`src/rtl/serial_tx_arbiter.sv`:
```
// Purpose : shares one UART transmit path between N byte-stream requesters.
//           A requester keeps the grant until its "last" byte has been sent.
// Latency : 1 cycle arbitration, then one byte per Serial busy period (>= 3 cycles/byte).
// Backpr. : o_ready pulses once per consumed byte; a send is only issued with i_txd_busy low.
//
// Ports:
//   i_Clk, i_Rst_n          clock, asynchronous active-low reset
//   i_valid/i_data/i_last   per-requester byte stream (byte k on i_data[8k+7:8k])
//   o_ready                 one-cycle consume pulse to the grantee
//   i_txd_busy              Serial transmitter busy
//   o_send/o_send_data      send strobe and byte to Serial
//   o_grant/o_active        one-hot owner and message-in-progress flag
//   o_drop                  pulse when a stalled grantee loses its grant (HOLD_TIMEOUT)
//   o_byte_count            bytes sent since reset, wrapping
//
// Build option: define TXARB_FIXED_PRIO_EN for fixed priority (lowest index wins);
// otherwise arbitration is round-robin starting from the index after the last owner.

module serial_tx_arbiter #(
   parameter int N            = 2,
   parameter int BUSY_TIMEOUT = 16,
   parameter int HOLD_TIMEOUT = 0
) (
   input  logic           i_Clk,
   input  logic           i_Rst_n,
   input  logic [N-1:0]   i_valid,
   input  logic [8*N-1:0] i_data,
   input  logic [N-1:0]   i_last,
   output logic [N-1:0]   o_ready,
   input  logic           i_txd_busy,
   output logic           o_send,
   output logic [7:0]     o_send_data,
   output logic [N-1:0]   o_grant,
   output logic           o_active,
   output logic           o_drop,
   output logic [15:0]    o_byte_count
);

   localparam int IW = (N > 1) ? $clog2(N) : 1;
   // Timers count 0 .. TIMEOUT-1 and are cleared outside their state.
   localparam int BW = (BUSY_TIMEOUT > 1) ? $clog2(BUSY_TIMEOUT) : 1;
   localparam int HW = (HOLD_TIMEOUT > 1) ? $clog2(HOLD_TIMEOUT) : 1;
   localparam logic [BW-1:0] BUSY_LAST = BW'((BUSY_TIMEOUT > 0) ? BUSY_TIMEOUT - 1 : 0);
   localparam logic [HW-1:0] HOLD_LAST = HW'((HOLD_TIMEOUT > 0) ? HOLD_TIMEOUT - 1 : 0);

   typedef enum logic [2:0] {
      S_IDLE,
      S_LOAD,
      S_WAIT_HI,
      S_WAIT_LO,
      S_HOLD
   } state_t;

   state_t         state;
   state_t         state_nxt;

   logic [N-1:0]   grant_q;
   logic [IW-1:0]  grant_idx;
   logic           active_q;
   logic           last_q;
   logic [7:0]     send_data_q;
   logic           drop_q;
   logic [15:0]    byte_cnt_q;
   logic [BW-1:0]  busy_cnt;
   logic [HW-1:0]  hold_cnt;

   logic           arb_win;
   logic           release_grant;
   logic           expire;

   logic [IW-1:0]  win_idx;
   logic [N-1:0]   win_oh;
   logic           grant_vld;
   logic           grant_last;
   logic [IW-1:0]  src_idx;
   logic [7:0]     src_data;

   //------------------------------------------------------------------
   // Winner selection
   //------------------------------------------------------------------
`ifdef TXARB_FIXED_PRIO_EN
   always_comb begin
      win_idx = '0;
      for (int i = N - 1; i >= 0; i--) begin
         if (i_valid[i]) win_idx = IW'(i);
      end
   end
`else
   logic [IW-1:0]  ptr_q;
   logic [IW-1:0]  ptr_nxt;
   logic [2*N-1:0] valid_dbl;
   logic [2*N-1:0] valid_rot;
   logic           found;
   int             sum;

   // Rotating a doubled copy puts requester (ptr+i) mod N at bit i, so a
   // plain lowest-set-bit scan over the low N bits gives round-robin order.
   always_comb begin
      valid_dbl = {i_valid, i_valid};
      valid_rot = valid_dbl >> ptr_q;
      win_idx   = '0;
      found     = 1'b0;
      sum       = 0;
      for (int i = 0; i < N; i++) begin
         if (valid_rot[i] && !found) begin
            found = 1'b1;
            sum   = int'(ptr_q) + i;
            if (sum >= N) sum = sum - N;
            win_idx = IW'(sum);
         end
      end
   end

   // Next pointer is the slot after the releasing owner; stays 0 when N = 1.
   always_comb begin
      ptr_nxt = '0;
      if (int'(grant_idx) + 1 < N) ptr_nxt = grant_idx + IW'(1);
   end

   always_ff @(posedge i_Clk or negedge i_Rst_n) begin
      if (!i_Rst_n) begin
         ptr_q <= '0;
      end else if (release_grant) begin
         ptr_q <= ptr_nxt;
      end
   end
`endif

   always_comb begin
      win_oh = '0;
      for (int k = 0; k < N; k++) begin
         win_oh[k] = (win_idx == IW'(k));
      end
   end

   //------------------------------------------------------------------
   // Grantee view of the request inputs
   //------------------------------------------------------------------
   assign grant_vld = |(i_valid & grant_q);
   // From IDLE the byte to load belongs to the fresh winner, otherwise to the owner.
   assign src_idx   = (state == S_IDLE) ? win_idx : grant_idx;

   always_comb begin
      src_data   = '0;
      grant_last = 1'b0;
      for (int k = 0; k < N; k++) begin
         if (src_idx == IW'(k))   src_data   = i_data[8*k +: 8];
         if (grant_idx == IW'(k)) grant_last = i_last[k];
      end
   end

   //------------------------------------------------------------------
   // FSM
   //------------------------------------------------------------------
   always_comb begin
      state_nxt     = state;
      arb_win       = 1'b0;
      release_grant = 1'b0;
      expire        = 1'b0;
      case (state)
         S_IDLE: begin
            if ((|i_valid) && !i_txd_busy) begin
               arb_win   = 1'b1;
               state_nxt = S_LOAD;
            end
         end
         S_LOAD: begin
            state_nxt = S_WAIT_HI;
         end
         S_WAIT_HI: begin
            // A Serial that never raises busy still gets the byte counted as taken.
            if (i_txd_busy || (busy_cnt == BUSY_LAST)) state_nxt = S_WAIT_LO;
         end
         S_WAIT_LO: begin
            if (!i_txd_busy) begin
               if (last_q) begin
                  release_grant = 1'b1;
                  state_nxt     = S_IDLE;
               end else if (grant_vld) begin
                  state_nxt = S_LOAD;
               end else begin
                  state_nxt = S_HOLD;
               end
            end
         end
         S_HOLD: begin
            if (grant_vld) begin
               state_nxt = S_LOAD;
            end else if ((HOLD_TIMEOUT != 0) && (hold_cnt == HOLD_LAST)) begin
               release_grant = 1'b1;
               expire        = 1'b1;
               state_nxt     = S_IDLE;
            end
         end
         default: begin
            state_nxt = S_IDLE;
         end
      endcase
   end

   always_ff @(posedge i_Clk or negedge i_Rst_n) begin
      if (!i_Rst_n) begin
         state       <= S_IDLE;
         grant_q     <= '0;
         grant_idx   <= '0;
         active_q    <= 1'b0;
         last_q      <= 1'b0;
         send_data_q <= '0;
         drop_q      <= 1'b0;
         byte_cnt_q  <= '0;
         busy_cnt    <= '0;
         hold_cnt    <= '0;
      end else begin
         state  <= state_nxt;
         drop_q <= expire;

         if (arb_win) begin
            grant_q   <= win_oh;
            grant_idx <= win_idx;
            active_q  <= 1'b1;
         end else if (release_grant) begin
            grant_q  <= '0;
            active_q <= 1'b0;
         end

         // Byte is captured on entry to LOAD and held until the next load.
         if (state_nxt == S_LOAD) send_data_q <= src_data;

         if (state == S_LOAD) begin
            last_q     <= grant_last;
            byte_cnt_q <= byte_cnt_q + 16'd1;
         end

         busy_cnt <= (state == S_WAIT_HI) ? busy_cnt + BW'(1) : '0;
         hold_cnt <= (state == S_HOLD)    ? hold_cnt + HW'(1) : '0;
      end
   end

   //------------------------------------------------------------------
   // Outputs
   //------------------------------------------------------------------
   assign o_send       = (state == S_LOAD);
   assign o_ready      = {N{o_send}} & grant_q;
   assign o_send_data  = send_data_q;
   assign o_grant      = grant_q;
   assign o_active     = active_q;
   assign o_drop       = drop_q;
   assign o_byte_count = byte_cnt_q;

endmodule

```
`config.mk`:
```
export PLATFORM = sky130hd
export DESIGN_NAME = serial_tx_arbiter
export DESIGN_NICKNAME = d
export VERILOG_FILES = /design/src/rtl/serial_tx_arbiter.sv
export SDC_FILE = /design/constraint.sdc
export NUM_CORES = 1
export LEC_CHECK = 0
export BUFFER_PORTS_ARGS = -buffer_cell sky130_fd_sc_hd__buf_2
export CORE_MARGIN = 2
export CORE_UTILIZATION = 52
export DETAILED_ROUTE_END_ITERATION = 16
export PLACE_DENSITY = 0.82
export SLEW_MARGIN = 0
export SYNTH_ARGS = -nofsm -noshare
export SYNTH_HDL_FRONTEND = slang
export SYNTH_SLANG_ARGS = --single-unit
```
`constraint.sdc`:
```
create_clock -name i_Clk -period 3.85 [get_ports i_Clk]
set_clock_uncertainty 0.2 [all_clocks]
set_input_delay 0.1925 -clock i_Clk [delete_from_list [all_inputs] [get_ports i_Clk]]
set_output_delay 0.1925 -clock i_Clk [all_outputs]
set_load 0.02 [all_outputs]
```
==> summary.txt <==
Floorplanning
  • Row count: 20
  • Total Die Area: 0.00381 mm²
  • Die width: 61.8 µm
  • Ports: 54
  • Core ar.: 0.00310 mm²
  • Initial Util: 0.559
  • Die height: 61.8 µm

Status
  • Status: finished clean

Routing
  • Routed WL per cell: 13.4 µm
  • Initial DRC Count: 76
  • ANT nets after route: 0
  • Drt total wl: 3.72 mm
  • Vias per cell: roughly 5.2
  • First-pass detailed-route iteration total: 4
  • DRC Markers: 0
  • Vias: about 1400

Clock tree
  • Post-CTS sizing: 0
  • Clk root buf: clkbuf_4
  • H-tree Lvls: 2
  • Maximum clock insertion buffer count: 2
  • CTS Buf Count: 5
  • Worst skew pair latency: roughly 0.34 ns
  • Clock sink count: 37
  • CTS clk-pin slew, worst paths: 0.11 ns
  • CTS tree: built
  • Post-CTS Setup Bufs: 0

Power
  • Sequential power share: 0.390
  • Net Switching: 637 µW
  • Leak: 0.00118 µW
  • Pwr dens: about 690 mW/mm²
  • P_int: approximately 940 µW
  • Max VDD drop: ~0.59 mV
  • Share of total power in combinational logic: 0.446
  • Net Sw Frac: 0.403
  • Total Power: 1580 µW
  • Clock Power Share: 0.164

Placed design
  • Setup WS pre-CTS: 1.69 ns
  • HPWL Detailed: ~2.7 mm
  • GPL Wtd Cong: 0.822
  • Placed cell area: about 0.002 mm²
  • IO buf count: 52
  • Placed cell count: 250

Setup path
  • CP Launch Type: register
  • CP Capture Type: register
  • Worst EP arrival: 2.34 ns
  • Slowest cell on crit path: dlygate4sd3_1
  • CP cell instances: inv_1 -> nand2_1 -> mux2_2 -> mux2i_1 -> dlygate4sd3_1 -> a21oi_1
  • Worst-path maximum fanout: 8
  • Crit Path Class: reg -> reg
  • Critical path data required time: around 3.9 ns
  • R2R depth: 6
  • Largest stage delay on the critical path: 0.58 ns

Synthesis
  • Mapped Cells: 158
  • Syn. warnings: 0
  • Largest area contributor in the netlist: dfrtp_1
  • Top-area cell type share of the netlist area: 0.534
  • Syn Area/Cell: between 10 and 15 µm²
  • Syn nets: 183
  • Sequential area share after synthesis: 0.534
  • Synth cell types: 38
  • Synth Cell Area: 0.00173 mm²
  • Flops & latches, synth: 37
  • Largest cells by area after synthesis: dfrtp_1 (53%), xnor2_1 (5.6%), a21oi_1 (5.5%)

STA
  • Period minus WS final: between 2 and 2.5 ns
  • Final worst setup slack: 1.53 ns
  • Fin crit share: 0.603
  • Final hold vios: 0
  • Max Slew Vio Count: 0
  • Achievable frequency: 0.431 GHz
  • Setup TNS: 0 ns
  • Unrepaired setup endpoints after global routing: false
  • Setup Viol. Count Final: 0
  • Rel. slew slack: 0.477
  • Slew at the pin with the worst max-slew slack: slightly below 0.8 ns

Final layout
  • Antenna Diode Count: 0
  • Final net count: 258
  • Commonest non-fill, non-tap cell in the layout: buf_2
  • Most frequent cells in the layout: buf_2 (52), dfrtp_1 (37), dlygate4sd3_1 (20), a21oi_1 (19), nand2_1 (15)
  • Non-Filler Instances: 277
  • Layout cells sized above 1: 0.292
  • Area delta synth->final: 32.3%
  • Post-layout instance area: 0.00229 mm²

Global route
  • Vias in the first global route: 1404
  • Largest net degree at the start of global routing: 38
  • Initial antenna violation count: 0
  • GR Util All Layers: 0.214
  • GR Overflow Total: 0
  • First-pass GRT wire length: 5.98 mm

Worst hold path
  • HP Class: in -> reg
  • Hold Path Stages: 3

Flow run
  • Max Cap Viol: 0
sequential cells by signal (all words and copies together) (netlist names):
| register | count |
|---|---|
| o_grant | 2 |
| o_send_data | 8 |
| o_byte_count | 16 |
| ptr_q | 1 |
| o_active | 1 |
| grant_idx | 1 |
| last_q | 1 |
| busy_cnt | 4 |
| state | 3 |
logic make-up after synthesis:
group,synth area share
other,0.00216
buffers and inverters,0.0274
AND/OR/NAND/NOR,0.150
adder cells (fa/ha/maj),0.0144
AO/OA/AOI/OAI,0.128
flip-flops,0.534
XOR/XNOR,0.0859
multiplexers,0.0584
power groups by stage:
stage                     clock network, µW  registers [µW]  logic (µW)
final                                   259             617         706
after global routing                    277             631         769
after CTS                               261             614         705
after detailed placement                  0             622         651
after global placement                    0             613         633
after floorplan                           0             696         395
area by class of cell:
| class | instances | area [µm²] |
|---|---|---|
| repair buffers | 72 | 460 |
| multi-input cells | 112 | 761 |
| clock buffers | 5 | 37.5 |
| inverters | 5 | 18.8 |
| fillers | 244 | 810 |
| well taps | 44 | 55.1 |
| clock inverters | 2 | 35.0 |
| flip-flops and latches | 37 | 926 |
routing by layer:
metal | share of wire | vias to the layer above | GRT usage
met5 | 0 | - | 0
met3 | 0.058 | 5 | 0.0642
li1 | - | 693 | -
met2 | 0.51 | 53 | 0.373
met1 | 0.42 | 696 | 0.255
met4 | 0.0073 | 0 | 0.0638
cell usage after synthesis (all sizes together):
master   instances
a22o             1
xor2             6
ha               2
conb             1
mux2             1
inv              4
a2bb2oi          1
and2             3
or4              1
nor3b            2
o311ai           1
o21bai           2
or2b             1
o21ai            3
mux2i            9
and4             1
nand4b           1
nand3            6
a21o             1
a31o             1
nor2            10
or3b             1
nand2           15
nor3             1
clkbuf           1
a21oi           19
nand4            2
and2b            1
dfrtp           37
o211a            1
clkinv           1
a31oi            2
buf              3
xnor2           11
and3             5
timing repair:
item | CTS | global route
hold buffers | 20 | 0
hold endpoints to repair | 47 | 0
setup endpoints to repair | 0 | 0
path summary, 6_finish.rpt:
kind	startpoint	endpoint	slack, ns
setup reg to reg	state[0]	o_send_data[7]	1.53
setup / recovery	state[0]	o_send_data[7]	1.53
min in group asynchronous	i_Rst_n	busy_cnt[3]	0.25
hold reg to reg	busy_cnt[0]	busy_cnt[0]	0.28
max in group asynchronous	i_Rst_n	o_byte_count[5]	2.70
hold / removal	i_data[5]	o_send_data[5]	0.01
per-stage QoR:
stage          utilization  hold WS (ns)
6_report             0.739        0.0121
5_1_grt              0.739        0.0225
4_1_cts              0.739       0.00439
3_5_place_dp         0.651         0.125
3_3_place_gp         0.651         0.105
2_1_floorplan            -        -0.303
critical path: cells and delay by family, from the launching register on:
| family | cells | cell delay, ns |
|---|---|---|
| simple gates | 1 | 0.09 |
| buf+inv | 2 | 0.78 |
| compound gates | 1 | 0.07 |
| flops | 1 | 0.44 |
| mux | 2 | 0.63 |
Note: power is estimated with default switching activity, not from simulation.
